## src/rtl/wb_dcache_if.sv

```systemverilog
// Wishbone line bus (12-bit line address, 128-bit data, 16 byte lanes).
// Master drives the request side and slave drives the response side.
interface wb_dcache_if;
    logic [11:0]  ADR;
    logic         CYC;
    logic         STB;
    logic         WE;
    logic [15:0]  SEL;
    logic [127:0] DAT_M;
    logic [127:0] DAT_S;
    logic         ACK;
    logic         RTY;

    modport master (output ADR, CYC, STB, WE, SEL, DAT_M, input DAT_S, ACK, RTY);
    modport slave  (input ADR, CYC, STB, WE, SEL, DAT_M, output DAT_S, ACK, RTY);
endinterface

```

## src/rtl/wb_dcache.sv

```systemverilog
// Direct-mapped write-back data cache with 128-bit lines between a wishbone
// CPU slave port and a wishbone backing-memory master port.
module wb_dcache #(
    parameter int unsigned LINES = 8,
    parameter int unsigned IDX_W = $clog2(LINES)
) (
    input  logic        clk,
    input  logic        rst,
    wb_dcache_if.slave  cpu,
    wb_dcache_if.master mem
);
    localparam int unsigned TAG_W = 12 - IDX_W;

    typedef enum logic [1:0] {IDLE, RESPOND, WRITEBACK, FILL} state_t;

    state_t state, state_nxt;

    logic [127:0]     data_mem [LINES];
    logic [TAG_W-1:0] tag_mem  [LINES];
    logic [LINES-1:0] valid_q;
    logic [LINES-1:0] dirty_q;
    logic [127:0]     dat_s_q;

    logic [IDX_W-1:0] idx;
    logic [TAG_W-1:0] tag;
    logic [TAG_W-1:0] victim_tag;
    logic [127:0]     line;
    logic [127:0]     merged;
    logic             req;
    logic             hit;
    logic             hit_go;
    logic             wb_done;
    logic             fill_done;

    assign idx        = cpu.ADR[IDX_W-1:0];
    assign tag        = cpu.ADR[11:IDX_W];
    assign line       = data_mem[idx];
    assign victim_tag = tag_mem[idx];
    assign req        = cpu.CYC & cpu.STB;
    assign hit        = valid_q[idx] & (victim_tag == tag);
    assign hit_go     = (state == IDLE) & req & hit;
    // mem.RTY alone is simply "no ACK yet"; ACK wins when both are high.
    assign wb_done    = (state == WRITEBACK) & mem.ACK;
    assign fill_done  = (state == FILL) & mem.ACK;
    assign cpu.DAT_S  = dat_s_q;

    always_comb begin
        merged = line;
        for (int unsigned b = 0; b < 16; b++) begin
            if (cpu.SEL[b[3:0]]) merged[8*b +: 8] = cpu.DAT_M[8*b +: 8];
        end
    end

    always_ff @(posedge clk) begin
        if (rst) state <= IDLE;
        else     state <= state_nxt;
    end

    always_comb begin
        state_nxt     = state;
        cpu.ACK       = 1'b0;
        cpu.RTY       = 1'b0;
        mem.CYC       = 1'b0;
        mem.STB       = 1'b0;
        mem.WE        = 1'b0;
        mem.SEL       = '0;
        mem.ADR       = '0;
        mem.DAT_M     = '0;
        case (state)
            IDLE: begin
                if (req) begin
                    if (hit)               state_nxt = RESPOND;
                    else if (dirty_q[idx]) state_nxt = WRITEBACK;
                    else                   state_nxt = FILL;
                end
            end
            RESPOND: begin
                cpu.ACK   = 1'b1;
                state_nxt = IDLE;
            end
            WRITEBACK: begin
                cpu.RTY   = 1'b1;
                mem.CYC   = 1'b1;
                mem.STB   = 1'b1;
                mem.WE    = 1'b1;
                mem.SEL   = '1;
                mem.ADR   = {victim_tag, idx};
                mem.DAT_M = line;
                if (mem.ACK) state_nxt = FILL;
            end
            FILL: begin
                cpu.RTY = 1'b1;
                mem.CYC = 1'b1;
                mem.STB = 1'b1;
                mem.SEL = '1;
                mem.ADR = cpu.ADR;
                if (mem.ACK) state_nxt = IDLE;
            end
            default: state_nxt = IDLE;
        endcase
    end

    always_ff @(posedge clk) begin
        if (rst) begin
            valid_q <= '0;
            dirty_q <= '0;
            dat_s_q <= '0;
        end else begin
            if (hit_go) begin
                dat_s_q <= cpu.WE ? merged : line;
                if (cpu.WE) dirty_q[idx] <= 1'b1;
            end
            if (wb_done) dirty_q[idx] <= 1'b0;
            if (fill_done) begin
                valid_q[idx] <= 1'b1;
                dirty_q[idx] <= 1'b0;
            end
        end
    end

    // Line data and tags carry no reset; valid_q alone decides whether they count.
    always_ff @(posedge clk) begin
        if (!rst) begin
            if (hit_go && cpu.WE) data_mem[idx] <= merged;
            if (fill_done) begin
                data_mem[idx] <= mem.DAT_S;
                tag_mem[idx]  <= tag;
            end
        end
    end
endmodule

```

## src/flat_wrapper.sv

```systemverilog
// flat-port wrapper written by rule: the top's interface ports become plain ports
module wb_dcache_flat 
#(
    parameter int unsigned LINES = 8,
    parameter int unsigned IDX_W = $clog2(LINES)
)
  (clk, rst, cpu_ADR, cpu_CYC, cpu_STB, cpu_WE, cpu_SEL, cpu_DAT_M, cpu_DAT_S, cpu_ACK, cpu_RTY, mem_ADR, mem_CYC, mem_STB, mem_WE, mem_SEL, mem_DAT_M, mem_DAT_S, mem_ACK, mem_RTY);
  wb_dcache_if cpu_i ();
  wb_dcache_if mem_i ();
  input  logic clk;
  input  logic rst;
  input wire logic [$bits(cpu_i.ADR)-1:0] cpu_ADR;
  input wire logic [$bits(cpu_i.CYC)-1:0] cpu_CYC;
  input wire logic [$bits(cpu_i.STB)-1:0] cpu_STB;
  input wire logic [$bits(cpu_i.WE)-1:0] cpu_WE;
  input wire logic [$bits(cpu_i.SEL)-1:0] cpu_SEL;
  input wire logic [$bits(cpu_i.DAT_M)-1:0] cpu_DAT_M;
  output wire logic [$bits(cpu_i.DAT_S)-1:0] cpu_DAT_S;
  output wire logic [$bits(cpu_i.ACK)-1:0] cpu_ACK;
  output wire logic [$bits(cpu_i.RTY)-1:0] cpu_RTY;
  output wire logic [$bits(mem_i.ADR)-1:0] mem_ADR;
  output wire logic [$bits(mem_i.CYC)-1:0] mem_CYC;
  output wire logic [$bits(mem_i.STB)-1:0] mem_STB;
  output wire logic [$bits(mem_i.WE)-1:0] mem_WE;
  output wire logic [$bits(mem_i.SEL)-1:0] mem_SEL;
  output wire logic [$bits(mem_i.DAT_M)-1:0] mem_DAT_M;
  input wire logic [$bits(mem_i.DAT_S)-1:0] mem_DAT_S;
  input wire logic [$bits(mem_i.ACK)-1:0] mem_ACK;
  input wire logic [$bits(mem_i.RTY)-1:0] mem_RTY;
  assign cpu_i.ADR = cpu_ADR;
  assign cpu_i.CYC = cpu_CYC;
  assign cpu_i.STB = cpu_STB;
  assign cpu_i.WE = cpu_WE;
  assign cpu_i.SEL = cpu_SEL;
  assign cpu_i.DAT_M = cpu_DAT_M;
  assign cpu_DAT_S = cpu_i.DAT_S;
  assign cpu_ACK = cpu_i.ACK;
  assign cpu_RTY = cpu_i.RTY;
  assign mem_ADR = mem_i.ADR;
  assign mem_CYC = mem_i.CYC;
  assign mem_STB = mem_i.STB;
  assign mem_WE = mem_i.WE;
  assign mem_SEL = mem_i.SEL;
  assign mem_DAT_M = mem_i.DAT_M;
  assign mem_i.DAT_S = mem_DAT_S;
  assign mem_i.ACK = mem_ACK;
  assign mem_i.RTY = mem_RTY;
  wb_dcache #(.LINES(LINES), .IDX_W(IDX_W)) u_core (.clk(clk), .rst(rst), .cpu(cpu_i), .mem(mem_i));
endmodule
```

## config.mk

```make
export PLATFORM = sky130hd
export DESIGN_NAME = wb_dcache_flat
export DESIGN_NICKNAME = d
export VERILOG_FILES = /design/src/rtl/wb_dcache_if.sv /design/src/rtl/wb_dcache.sv /design/src/flat_wrapper.sv
export SDC_FILE = /design/constraint.sdc
export NUM_CORES = 2
export LEC_CHECK = 0
export CELL_PAD_IN_SITES_DETAIL_PLACEMENT = 0
export CELL_PAD_IN_SITES_GLOBAL_PLACEMENT = 1
export CORE_MARGIN = 1.5
export CORE_UTILIZATION = 45
export DETAILED_ROUTE_END_ITERATION = 16
export PLACE_DENSITY = 0.74
export SLEW_MARGIN = 15
export SYNTH_ARGS = -nofsm -noshare
export SYNTH_HDL_FRONTEND = slang
export SYNTH_SLANG_ARGS = --single-unit
```

## constraint.sdc

```tcl
create_clock -name clk -period 37.8 [get_ports clk]
set_input_delay 7.56 -clock clk [delete_from_list [all_inputs] [get_ports clk]]
set_output_delay 7.56 -clock clk [all_outputs]
set_load 0.01 [all_outputs]
```

### Word level (Yosys, flattened, before mapping)

Memories as Yosys holds them, arrays and structs flattened.
Index checks and enable logic that the tools add are counted.

* bits of input ports: 291
* memories kept: 2
* register bits: 146
* word-level logic and storage cells: 80
* output and inout bits: 289
* RAM bits: 1096

* $lt $le $gt $ge: 2
* reductions and logical operators: 5
* eq/ne operators: 7
* bitwise operators: 12
* mux-type cells: 48

Memory list
* u_core.data_mem: words 8, width 128, rd ports 1, clocked after Yosys merged registers in 0, write ports 1, RTL line wb_dcache.sv:18 `logic [127:0] data_mem [LINES];`
* u_core.tag_mem: words 8, width 9, rd ports 1, clocked after Yosys merged registers in 0, write ports 1, RTL line wb_dcache.sv:19 `logic [TAG_W-1:0] tag_mem [LINES];`

Operators by type and width (number)
* 2-to-1 mux 128 bit: 3
* 2-to-1 mux 8 bit: 22
* one-hot mux 12 bit (2 select lines): 1
* bitwise AND 8 bit: 2
* 2-to-1 mux 16 bit: 1
* OR 8 bit: 2
* 2-to-1 mux 1 bit: 13
* equality test 9 bit: 1
* 2-to-1 mux 2 bit: 4
* inverter 8 bit: 1
* one-hot mux 2 bit (4 select lines): 1
* bitwise AND 1 bit: 6
* binary-select mux 1 bit (select 3 bit): 2
* equality test 2 bit (second input constant): 2
* < comparator 3 x 4 -> 1 bit (second input constant): 1
* != test 2 bit (second input constant): 2
* demux 1 bit (select 3 bit): 1
* >= comparator 3 x 1 -> 1 bit (second input constant): 1
* AND reduction 3 bit: 1
* equality test 2 x 1 -> 1 bit (second input constant): 1
* logical AND 1 bit: 2
* zero test 2 bit: 1
* != test 2 x 1 -> 1 bit (second input constant): 1
* OR reduction 2 bit: 1
* OR 1 bit: 1

### Depth between registers and ports, before layout

* word-level depth: 13
* depth in mapped cells: 12

### Worst setup path after synthesis

OpenSTA, ideal clock, no wires.

* path type: input-to-reg
* from: input cpu_ADR[1]
* to: memory u_core.data_mem[6][0], enable pin
* arrival: 18.666 ns
* cell stages on the path: 10
* library setup time: 0.804 ns
* slack: 18.330 ns
* data required time: 36.996 ns
* cells stage by stage: buf_2 buf_4 buf_2 mux4_2 nand2_1 nand2_1 xor2_1 nor4_1 nand4_1 a211oi_1

* cells in the longest elaborated chain, start to end: 9
* elaborated cells on any way between the ends: 11
* classes of those cells: eq/ne: 1; mux: 5; bitwise: 3; reduce/logical: 1; memory: 1

Ends and longest elaborated chain
* from (decl): RTL line flat_wrapper.sv:12 `input wire logic [$bits(cpu_i.ADR)-1:0] cpu_ADR;`
* memory (8 x 9 bit) or binary-select mux 1 bit (select 3 bit) (tied branches)
* equality test 9 bit or 2-to-1 mux 1 bit (tied branches): RTL line wb_dcache.sv:40 `assign hit = valid_q[idx] & (victim_tag == tag);`
* bitwise AND 1 bit: RTL line wb_dcache.sv:40
* bitwise AND 1 bit: RTL line wb_dcache.sv:41 `assign hit_go = (state == IDLE) & req & hit;`
* logical AND 1 bit: RTL line wb_dcache.sv:124 `if (hit_go && cpu.WE) data_mem[idx] <= merged;`
* 2-to-1 mux 1 bit: RTL line wb_dcache.sv:124
* 2-to-1 mux 1 bit: RTL line wb_dcache.sv:123 `if (!rst) begin`
* 2-to-1 mux 1 bit (implied by the code): RTL line wb_dcache.sv:124
* OR 1 bit (no line)
* to (decl): RTL line wb_dcache.sv:18

Several ways; a longest one is shown, not always the timed one. The select of a mux whose other input is x is not followed.

### Worst setup path in the final report

* from: input cpu_ADR[0]
* to: output mem_DAT_M[8]

* cells in the longest elaborated chain, start to end: 2

Ends and longest elaborated chain
* memory (8 x 128 bit)
* 2-to-1 mux 128 bit: RTL line wb_dcache.sv:69 `case (state)`
* to (decl): RTL line flat_wrapper.sv:26 `output wire logic [$bits(mem_i.DAT_M)-1:0] mem_DAT_M;`

No other way between the ends.

==> summary.md <==
| Metric | Value |
|---|---|
| Worst Path Arrival | `12.08 ns` |
| Post-route DRC | `0` |
| Vias in the first global route | `33900` |
| Root Driver | `clkbuf_16` |
| Initial antenna violation count | `15` |
| Post-Synth XOR/XNOR Area | `0.00102` |
| Num rows | `approximately 120` |
| Mux share of post-synthesis cell area | `0.0904` |
| Die ar. | `117000 um2` |
| Die Span X | `342 um` |
| Post-synth EDFFs | `1096` |
| First-pass GRT wire length | `229 mm` |
| Num CTS Buffers | `132` |
| Max Slew Vio Count | `0` |
| Syn Std Cell Area | `51600 um2` |
| Later-pin clock latency in the skew report | `0.74 ns` |
| Worst Hold Class | `reg2reg` |
| Vias | `34300` |
| Core Region | `114000 um2` |
| Die Y | `342 um` |
| Fmax | `50.9 MHz` |
| CP endpoint kind | `primary output` |
| VDD IR max | `~0.042 mV` |
| Gpl congestion | `0.806` |
| Post-CTS Resized | `0` |
| Period minus WS final | `~20 ns` |
| Total GRT Usage | `0.268` |
| Final HPWL DP | `94.1 mm` |
| Post-Synth Adder-Cell Area | `0` |
| WP data required | `30.24 ns` |
| TritonCTS clock tree | `yes` |
| Io pins | `580` |
| Status | `finished, final reports clean` |
| Synthesized instance count | `approximately 3700` |
| Layout cells sized above 1 | `0.108` |
| Non-Filler Instances | `5769` |
| Pleak | `20.6 nW` |
| Most instantiated cells after synthesis | `edfxtp_1 (1096), nand2_1 (298), nor2_1 (298)` |
| Remaining Overflow, GRT | `0` |
| PortBufs | `between 500 and 600` |
| Post-synthesis area per instance | `14.0 um2` |
| Post-Route Setup TNS | `0 ns` |
| DP Cell Count | `5521` |
| Largest area contributor in the netlist | `edfxtp_1` |
| Dominant cells by area after synthesis | `edfxtp_1 (64%), dfxtp_1 (5.7%), mux4_2 (4.7%)` |
| Worst Path Max Fanout | `59` |
| Final net count | `4434` |
| RSZ-0062 raised after global routing | `no` |
| Largest net degree at the start of global routing | `126` |
| Top_reg_cell synth | `edfxtp_1` |
| Synth Area in Simple Gates | `0.0605` |
| Hold buffers post-CTS | `0` |
| Hold Vio Cnt, Final | `0` |
| WL final | `159 mm` |
| Synth warnings | `0` |
| Crit Path Category | `in2out` |
| Vias/cell | `5.94` |
| Most used standard cell by instance count after synthesis | `edfxtp_1` |
| Worst slew margin | `0.142` |
| Register bit count reported by yosys | `about 1200` |
| Final setup viols | `0` |
| Largest family of logic cells by synthesized area | `compound AO/OA/AOI/OAI gates` |
| P&R area growth vs syn | `21.9%` |
| Mean routed wirelength per cell | `27.6 um` |
| Max Root-Sink Buffers | `3` |
| DR iter-0 viols | `3080` |
| Reg clk slew, reported paths | `0.06 ns` |
| Least-Margin Pin Slew | `1.29 ns` |
| Starting Density | `0.452` |
| Post-synthesis sequential area ratio | `0.695` |
| First-pass iteration count of the detailed router | `5` |
| Yosys top cell area share | `0.638` |
| Distinct cells, synth | `63` |
| Power per Cell Area | `48.4 nW/um2` |
| ANT nets after route | `0` |
| Final worst path period share | `0.520` |
| Async SR Flop Fraction | `0` |
| Setup Buffers After CTS | `0` |
| Clk sinks | `approximately 1200` |
| Final Skew | `0.0240 ns` |
| Post-synthesis compound-gate area fraction | `0.123` |
| # H-tree levels | `4` |
| Max_cap viols | `0` |
| Startpoint types | `input port` |
| Mapped Nets | `3965` |
report_power, final:
part           switching, W  internal (W)
clock network      0.000535      0.000748
logic              0.000158     0.0000951
registers       0.000000609       0.00151
total              0.000694       0.00235
cell usage in the layout, fill, tap and decap left out, types with 33 or more instances in the layout:
cell,Yosys,final
edfxtp_1,1096,1096
clkdlybuf4s50_1,0,573
nand2_1,298,297
nor2_1,298,295
a21oi_1,280,275
o21ai_0,240,240
mux2i_1,172,172
dfxtp_1,146,146
clkbuf_16,0,138
o21ai_1,127,127
mux4_2,107,107
a221oi_1,102,102
nand3_1,87,87
buf_4,25,66
a22o_1,53,53
o22ai_1,48,47
o2111ai_1,43,43
mux2_2,42,42
a22oi_1,33,33
state kept, by name (all words and copies together), names as in the netlist:
signal / cells
u_core.data_mem: 1024
u_core.dirty_q: 8
u_core.state: 2
u_core.tag_mem: 72
u_core.valid_q: 8
u_core.cpu.DAT_S: 128
per-layer routing:
layer / track usage / wire [um] / vias up
met3: 0.0401 / 9630 / 225
met4: 0.0840 / 4170 / 2
met5: 0 / 8 / -
met1: 0.346 / 63700 / 17500
li1: - / - / 15200
met2: 0.467 / 81500 / 1333
critical path, stage by stage:
cell and delay [ns]:
buf_8 0.43, buf_4 0.69, buf_4 0.77, nor2b_4 0.61, buf_4 0.63, a221oi_1 0.21, nor2_1 0.13, a221oi_1 0.06
buf_4 0.22, nor2_1 0.11, clkdlybuf4s50_1 0.55
stage by stage:
step | cell area [um2] | power, W | hold WS, ns | util | worst slack [ns]
6_report | 62900 | 0.00304 | 0.453 | 0.551 | 18.16
5_1_grt | 62900 | 0.00313 | 0.468 | 0.551 | 17.90
4_1_cts | 62800 | 0.00306 | 0.454 | 0.551 | 18.08
3_5_place_dp | 58500 | 0.00179 | 0.439 | 0.513 | 18.13
3_3_place_gp | 58500 | 0.00179 | 0.434 | 0.513 | 18.15
2_1_floorplan | 51600 | 0.00167 | 0.426 | - | 18.33
final timing paths:
check                     from                endpoint  slack, ns  cells past startpoint
min reg2reg  u_core.valid_q[0]       u_core.valid_q[0]       0.45                      1
max                 cpu_ADR[0]            mem_DAT_M[8]      18.16                     11
max reg2reg    u_core.state[0]  u_core.data_mem[4][65]      32.42                      5
min          u_core.valid_q[0]       u_core.valid_q[0]       0.45                      1
logic make-up after synthesis:
| kind of cell | after synthesis |
|---|---|
| mux | 326 |
| xor+xnor | 6 |
| simple gates | 751 |
| buf+inv | 334 |
| compound gates | 1015 |
| flops | 1242 |
layout make-up:
type / instances / area [um2]
fill: 9323 / 51200
sequential: 1242 / 35800
multi-input combinational: 2098 / 14400
timing repair buffer: 647 / 6350
clock buffer: 163 / 3600
tap: 1512 / 1890
clock inverter: 78 / 713
inverter: 22 / 90.1
antenna: 7 / 17.5
(Power assumes the default switching activity.)
